File: src/rtl/router_pkg.sv
// Shared types and constants for the router packet transmitter.
package router_pkg;

    localparam int unsigned LEN_W        = 6;
    localparam logic [1:0]  ADDR_INVALID = 2'b11;

    localparam int unsigned HDR_LEN_MSB  = 7;
    localparam int unsigned HDR_LEN_LSB  = 2;
    localparam int unsigned HDR_ADDR_MSB = 1;
    localparam int unsigned HDR_ADDR_LSB = 0;

    typedef enum logic [2:0] {
        IDLE,
        LOAD,
        HEADER,
        PAYLOAD,
        PARITY,
        GAP
    } tx_state_e;

    function automatic logic [7:0] make_header(input logic [LEN_W-1:0] len,
                                               input logic [1:0]       addr);
        logic [7:0] hdr;
        hdr                            = '0;
        hdr[HDR_LEN_MSB:HDR_LEN_LSB]   = len;
        hdr[HDR_ADDR_MSB:HDR_ADDR_LSB] = addr;
        return hdr;
    endfunction

endpackage

File: src/rtl/router_pkt_tx_if.sv
// Command, payload and router-side signals of the packet transmitter.
interface router_pkt_tx_if;
    import router_pkg::*;

    logic             cmd_valid;
    logic             cmd_ready;
    logic [1:0]       cmd_addr;
    logic [LEN_W-1:0] cmd_len;
    logic             cmd_bad_parity;
    logic             pay_valid;
    logic             pay_ready;
    logic [7:0]       pay_data;
    logic             busy;
    logic             pkt_valid;
    logic [7:0]       data_out;
    logic             tx_done;
    logic             cmd_err;

    // master is the transmitter itself; slave is the producer/router environment.
    modport master (
        input  cmd_valid, cmd_addr, cmd_len, cmd_bad_parity,
        input  pay_valid, pay_data, busy,
        output cmd_ready, pay_ready, pkt_valid, data_out, tx_done, cmd_err
    );

    modport slave (
        output cmd_valid, cmd_addr, cmd_len, cmd_bad_parity,
        output pay_valid, pay_data, busy,
        input  cmd_ready, pay_ready, pkt_valid, data_out, tx_done, cmd_err
    );

endinterface

File: src/rtl/router_tx_buf.sv
// Payload buffer: register array with synchronous write and asynchronous read.
module router_tx_buf
    import router_pkg::*;
#(
    parameter int unsigned DEPTH = 63,
    parameter int unsigned AW    = LEN_W
) (
    input  logic          clock,
    input  logic          we,
    input  logic [AW-1:0] waddr,
    input  logic [7:0]    wdata,
    input  logic [AW-1:0] raddr,
    output logic [7:0]    rdata
);

    logic [7:0] mem [DEPTH];

    always_ff @(posedge clock) begin
        if (we) begin
            mem[waddr] <= wdata;
        end
    end

    assign rdata = (32'(raddr) < DEPTH) ? mem[raddr] : '0;

endmodule

File: src/rtl/router_pkt_tx.sv
// Buffers a whole packet, then streams header, payload and parity to the router input port.
module router_pkt_tx
    import router_pkg::*;
#(
    parameter int unsigned MAX_LEN    = 63,
    parameter int unsigned GAP_CYCLES = 2
) (
    input  logic            clock,
    input  logic            reset,
    router_pkt_tx_if.master tx
);

    localparam int unsigned GAP_W = (GAP_CYCLES > 1) ? $clog2(GAP_CYCLES) : 1;

    tx_state_e        state_q, state_d;
    logic [1:0]       addr_q, addr_d;
    logic [LEN_W-1:0] len_q, len_d;
    logic [LEN_W-1:0] cnt_q, cnt_d;
    logic [LEN_W-1:0] idx_q, idx_d;
    logic             badp_q, badp_d;
    logic [7:0]       parity_q, parity_d;
    logic [7:0]       data_q, data_d;
    logic             pv_q, pv_d;
    logic             done_q, done_d;
    logic             err_q, err_d;
    logic [GAP_W-1:0] gap_q, gap_d;

    logic             cmd_fire, pay_fire, consume, cmd_bad, gap_done;
    logic [LEN_W-1:0] rd_addr;
    logic [7:0]       rd_data;

    assign tx.cmd_ready = (state_q == IDLE) && !reset;
    assign tx.pay_ready = (state_q == LOAD) && !reset;
    assign tx.pkt_valid = pv_q;
    assign tx.data_out  = data_q;
    assign tx.tx_done   = done_q;
    assign tx.cmd_err   = err_q;

    assign cmd_fire = tx.cmd_valid && tx.cmd_ready;
    assign pay_fire = tx.pay_valid && tx.pay_ready;
    assign consume  = !tx.busy;
    assign cmd_bad  = (tx.cmd_addr == ADDR_INVALID) || (tx.cmd_len == '0) ||
                      (32'(tx.cmd_len) > MAX_LEN);
    assign gap_done = (32'(gap_q) + 32'd1) >= GAP_CYCLES;
    // Prefetch the byte after the one on data_out so it can be loaded on consume.
    assign rd_addr  = (state_q == PAYLOAD) ? idx_q + 1'b1 : '0;

    router_tx_buf #(.DEPTH(MAX_LEN), .AW(LEN_W)) u_buf (
        .clock (clock),
        .we    (pay_fire),
        .waddr (cnt_q),
        .wdata (tx.pay_data),
        .raddr (rd_addr),
        .rdata (rd_data)
    );

    always_ff @(posedge clock) begin
        if (reset) begin
            state_q  <= IDLE;
            addr_q   <= '0;
            len_q    <= '0;
            cnt_q    <= '0;
            idx_q    <= '0;
            badp_q   <= 1'b0;
            parity_q <= '0;
            data_q   <= '0;
            pv_q     <= 1'b0;
            done_q   <= 1'b0;
            err_q    <= 1'b0;
            gap_q    <= '0;
        end else begin
            state_q  <= state_d;
            addr_q   <= addr_d;
            len_q    <= len_d;
            cnt_q    <= cnt_d;
            idx_q    <= idx_d;
            badp_q   <= badp_d;
            parity_q <= parity_d;
            data_q   <= data_d;
            pv_q     <= pv_d;
            done_q   <= done_d;
            err_q    <= err_d;
            gap_q    <= gap_d;
        end
    end

    always_comb begin
        state_d  = state_q;
        addr_d   = addr_q;
        len_d    = len_q;
        cnt_d    = cnt_q;
        idx_d    = idx_q;
        badp_d   = badp_q;
        parity_d = parity_q;
        data_d   = data_q;
        pv_d     = pv_q;
        done_d   = 1'b0;
        err_d    = 1'b0;
        gap_d    = gap_q;
        case (state_q)
            IDLE: begin
                if (cmd_fire) begin
                    if (cmd_bad) begin
                        err_d = 1'b1;
                    end else begin
                        addr_d   = tx.cmd_addr;
                        len_d    = tx.cmd_len;
                        badp_d   = tx.cmd_bad_parity;
                        parity_d = make_header(tx.cmd_len, tx.cmd_addr);
                        cnt_d    = '0;
                        state_d  = LOAD;
                    end
                end
            end
            LOAD: begin
                if (pay_fire) begin
                    parity_d = parity_q ^ tx.pay_data;
                    if (cnt_q == len_q - 1'b1) begin
                        data_d  = make_header(len_q, addr_q);
                        pv_d    = 1'b1;
                        idx_d   = '0;
                        state_d = HEADER;
                    end else begin
                        cnt_d = cnt_q + 1'b1;
                    end
                end
            end
            HEADER: begin
                if (consume) begin
                    data_d  = rd_data;
                    state_d = PAYLOAD;
                end
            end
            PAYLOAD: begin
                if (consume) begin
                    if (idx_q < len_q - 1'b1) begin
                        idx_d  = idx_q + 1'b1;
                        data_d = rd_data;
                    end else begin
                        pv_d    = 1'b0;
                        data_d  = parity_q ^ {7'b0, badp_q};
                        state_d = PARITY;
                    end
                end
            end
            PARITY: begin
                if (consume) begin
                    done_d  = 1'b1;
                    data_d  = '0;
                    gap_d   = '0;
                    state_d = GAP;
                end
            end
            GAP: begin
                if (!gap_done) begin
                    gap_d = gap_q + 1'b1;
                end else if (consume) begin
                    state_d = IDLE;
                end
            end
            default: state_d = IDLE;
        endcase
    end

endmodule
File: src/flat_wrapper.sv
// flat-port wrapper written by rule: the top's interface ports become plain ports
module router_pkt_tx_flat import router_pkg::*;
#(
    parameter int unsigned MAX_LEN    = 63,
    parameter int unsigned GAP_CYCLES = 2
)
  (clock, reset, tx_cmd_valid, tx_cmd_addr, tx_cmd_len, tx_cmd_bad_parity, tx_pay_valid, tx_pay_data, tx_busy, tx_cmd_ready, tx_pay_ready, tx_pkt_valid, tx_data_out, tx_tx_done, tx_cmd_err);
  router_pkt_tx_if tx_i ();
  input  logic clock;
  input  logic reset;
  input wire logic [$bits(tx_i.cmd_valid)-1:0] tx_cmd_valid;
  input wire logic [$bits(tx_i.cmd_addr)-1:0] tx_cmd_addr;
  input wire logic [$bits(tx_i.cmd_len)-1:0] tx_cmd_len;
  input wire logic [$bits(tx_i.cmd_bad_parity)-1:0] tx_cmd_bad_parity;
  input wire logic [$bits(tx_i.pay_valid)-1:0] tx_pay_valid;
  input wire logic [$bits(tx_i.pay_data)-1:0] tx_pay_data;
  input wire logic [$bits(tx_i.busy)-1:0] tx_busy;
  output wire logic [$bits(tx_i.cmd_ready)-1:0] tx_cmd_ready;
  output wire logic [$bits(tx_i.pay_ready)-1:0] tx_pay_ready;
  output wire logic [$bits(tx_i.pkt_valid)-1:0] tx_pkt_valid;
  output wire logic [$bits(tx_i.data_out)-1:0] tx_data_out;
  output wire logic [$bits(tx_i.tx_done)-1:0] tx_tx_done;
  output wire logic [$bits(tx_i.cmd_err)-1:0] tx_cmd_err;
  assign tx_i.cmd_valid = tx_cmd_valid;
  assign tx_i.cmd_addr = tx_cmd_addr;
  assign tx_i.cmd_len = tx_cmd_len;
  assign tx_i.cmd_bad_parity = tx_cmd_bad_parity;
  assign tx_i.pay_valid = tx_pay_valid;
  assign tx_i.pay_data = tx_pay_data;
  assign tx_i.busy = tx_busy;
  assign tx_cmd_ready = tx_i.cmd_ready;
  assign tx_pay_ready = tx_i.pay_ready;
  assign tx_pkt_valid = tx_i.pkt_valid;
  assign tx_data_out = tx_i.data_out;
  assign tx_tx_done = tx_i.tx_done;
  assign tx_cmd_err = tx_i.cmd_err;
  router_pkt_tx #(.MAX_LEN(MAX_LEN), .GAP_CYCLES(GAP_CYCLES)) u_core (.clock(clock), .reset(reset), .tx(tx_i));
endmodule
File: config.mk
export PLATFORM = sky130hd
export DESIGN_NAME = router_pkt_tx_flat
export DESIGN_NICKNAME = d
export VERILOG_FILES = /design/src/rtl/router_pkg.sv /design/src/rtl/router_pkt_tx_if.sv /design/src/rtl/router_tx_buf.sv /design/src/rtl/router_pkt_tx.sv /design/src/flat_wrapper.sv
export SDC_FILE = /design/constraint.sdc
export NUM_CORES = 1
export LEC_CHECK = 0
export CAP_MARGIN = 20
export CORE_MARGIN = 5
export CORE_UTILIZATION = 60
export CTS_CLUSTER_DIAMETER = 150
export CTS_CLUSTER_SIZE = 10
export DETAILED_ROUTE_END_ITERATION = 12
export PLACE_DENSITY = 0.77
export SLEW_MARGIN = 30
export SYNTH_ARGS = -nofsm -noshare
export SYNTH_HDL_FRONTEND = slang
export SYNTH_SLANG_ARGS = --single-unit
File: constraint.sdc
create_clock -name clock -period 5.8 [get_ports clock]
set_clock_uncertainty 0.2 [all_clocks]
set_input_delay 1.16 -clock clock [delete_from_list [all_inputs] [get_ports clock]]
set_output_delay 1.16 -clock clock [all_outputs]
set_load 0.01 [all_outputs]
==> impl_metrics.env <==
export IMPL_status="finished clean"
export IMPL_vias=15200
export IMPL_place_inst=2138
export IMPL_wirelength_um=61100
export IMPL_numClockSinks=548
export IMPL_min_period_over_period_pct=74.9
export IMPL_ys_warn_count=0
export IMPL_crit_required_ns=5.84
export IMPL_post_cts_buffers=0
export IMPL_ant_nets=0
export IMPL_relSlewSlack_pct=29.4
export IMPL_design_area_um2=25300
export IMPL_gp_congestion=1.04
export IMPL_async_reset_ff_share_pct=0
export IMPL_numCtsBuffers=60
export IMPL_grt_pass1_wl_um=90500
export IMPL_clk_pin_slew_ns=0.06
export IMPL_drive_gt1_share_pct=9.59
export IMPL_hold_viol_final=0
export IMPL_place_area_um2=23600
export IMPL_syn_area_per_cell_um2=13.7
export IMPL_io_buffers=34
export IMPL_place_detailed_hpwl_um=38200
export IMPL_wl_per_cell_um=27.1
export IMPL_start_util_pct=60.8
export IMPL_synth_edf_count=504
export IMPL_total_power_mw=8.13
export IMPL_gr_usage_met1_pct=41.7
export IMPL_antenna_found_initial=0
export IMPL_die_x_um=205
export IMPL_num_io_pins=35
export IMPL_period_needed_ns=4.34
export IMPL_synth_top_area_share_pct=66.1
export IMPL_fp_coreArea_um2=37700
export IMPL_power_leakage_nw=8.02
export IMPL_overflow=0
export IMPL_drt_iter0_markers=2554
export IMPL_clk_latency_ns=0.62
export IMPL_ir_drop_uv=224
export IMPL_clockRootBuffer="clkbuf_16"
export IMPL_synth_top_area_cell="edfxtp_1"
export IMPL_setup_viol=0
export IMPL_viasPerCell=6.77
export IMPL_worstSetupStartpointType="flop"
export IMPL_worst_pin_slew_ns=1.06
export IMPL_tritoncts="done"
export IMPL_syn_nets=1705
export IMPL_crit_type="reg2reg"
export IMPL_htreeDepth=2
export IMPL_grt_busiest_layer="met2"
export IMPL_powerDensity_nw_per_um2=321
export IMPL_crit_path_max_fanout=20
export IMPL_slew_violations=0
export IMPL_setup_tns_ns=0
export IMPL_grt_pass1_vias=14400
export IMPL_min_path_type="reg2reg"
export IMPL_yosysUniqueCellTypes=90
export IMPL_nets=1719
export IMPL_clock_path_buffers=3
export IMPL_synthCells=1675
export IMPL_yosys_top_cells_area="edfxtp_1, dfxtp_1, nand2_1"
export IMPL_cts_hold_buf=0
export IMPL_fmaxAchievable_ghz=0.230
export IMPL_die_area_um2=42200
export IMPL_track_usage_pct=28.9
export IMPL_use_met2_pct=42.9
export IMPL_ys_ff_latch=548
export IMPL_die_height_um=205
export IMPL_cts_resized=0
export IMPL_seq_area_frac_synth_pct=69.9
export IMPL_use_met3_pct=6.75
export IMPL_ys_flop_type="edfxtp_1"
export IMPL_diodes=0
export IMPL_critPathArrivalTime_ns=4.39
export IMPL_drc=0
export IMPL_drt_pass1_iterations=7
export IMPL_area_growth_pct=10.7
export IMPL_fp_row_count=71
export IMPL_synth_cell_area_um2=22900
export IMPL_max_cap_violations=0
export IMPL_grt_max_degree=97
export IMPL_rsz0062_at_grt="no"
export IMPL_end_kind="flop"
export IMPL_fin_cells=2252
[area by class of cell]
class	count	area (um^2)
clock buffer	112	1730
clock inverter	2	17.5
fill	2650	12300
inverter	12	45.0
multi-input combinational	1005	6370
sequential	548	16000
tap	511	639
timing repair buffer	62	522
[where the power goes]
part           internal [mW]  switching, mW
clock                   1.98           1.44
combinational          0.109          0.238
sequential              4.33         0.0378
[metrics by stage]
step	hold slack, ns	util [%]	setup slack, ns
after detailed placement	0.246	62.6	1.45
after CTS	0.261	67.3	1.59
final	0.266	67.3	1.46
after floorplan	0.231	-	2.64
after global placement	0.247	62.6	1.51
after global routing	0.295	67.3	1.38
[placed cells by master, fill, tap and decap left out, drive strengths merged, types with 14 or more instances in the layout]
cell	count
nor2b	27
buf	36
o22ai	17
nand3	38
a311oi	27
o21ai	53
a211oi	36
inv	14
clkdlybuf4s50	26
mux2i	59
nand2	232
dfxtp	44
nor2	141
a21oi	85
mux2	32
edfxtp	504
clkbuf	112
and3	14
o221ai	22
a31oi	35
[worst paths after layout]
path / start / endpoint / cells past startpoint / slack [ns]
worst max register to register: u_core.state_q[0] / u_core.u_buf.mem[34][4] / 7 / 1.46
worst min-delay path: u_core.addr_q[0] / u_core.addr_q[0] / 2 / 0.27
worst max-delay path: u_core.state_q[0] / u_core.u_buf.mem[34][4] / 7 / 1.46
worst min register to register: u_core.addr_q[0] / u_core.addr_q[0] / 2 / 0.27
[logic make-up after synthesis]
family,count (synthesis),synth area share [%]
compound gates,367,11.2
xor+xnor,15,0.787
fa+ha+maj,8,0.437
buf+inv,122,2.45
flops,548,69.9
mux,97,4.78
simple gates,518,10.4
[state kept, by name (all words and copies together) (netlist names)]
| signal | count |
|---|---|
| u_core.gap_q | 1 |
| u_core.addr_q | 2 |
| u_core.tx.data_out | 8 |
| u_core.cnt_q | 6 |
| u_core.tx.tx_done | 1 |
| u_core.state_q | 3 |
| u_core.len_q | 6 |
| u_core.badp_q | 1 |
| u_core.tx.cmd_err | 1 |
| u_core.idx_q | 6 |
| u_core.u_buf.mem | 504 |
| u_core.parity_q | 8 |
| u_core.tx.pkt_valid | 1 |
[Yosys cell counts, types with 14 or more instances]
master	instances
edfxtp_1	504
nand2_1	229
nor2_1	139
a21oi_1	84
mux2i_1	58
buf_2	53
o21ai_0	50
dfxtp_1	44
clkbuf_1	40
nand3_1	38
a211oi_1	36
a31oi_1	34
mux2_2	30
a311oi_1	27
nor2b_1	27
o221ai_1	22
o22ai_1	16
and3_1	14
[critical path, stage by stage (launching register included)]
cell	delay [ns]
dfxtp_1	0.92
inv_1	0.33
nor3_2	0.17
buf_4	0.22
nand3_1	0.22
nor2_1	0.70
nand3b_1	0.53
nor2_1	0.69
[per-layer routing]
| metal | part of all wire, % | vias to the layer above | wire length [um] |
|---|---|---|---|
| li1 | - | 6476 | - |
| met1 | 39 | 7361 | 23600 |
| met2 | 44 | 1182 | 26900 |
| met3 | 13 | 226 | 7650 |
| met4 | 4.8 | 0 | 2930 |
| met5 | 0 | - | 0 |
Note: power is estimated with default switching activity, not from simulation.
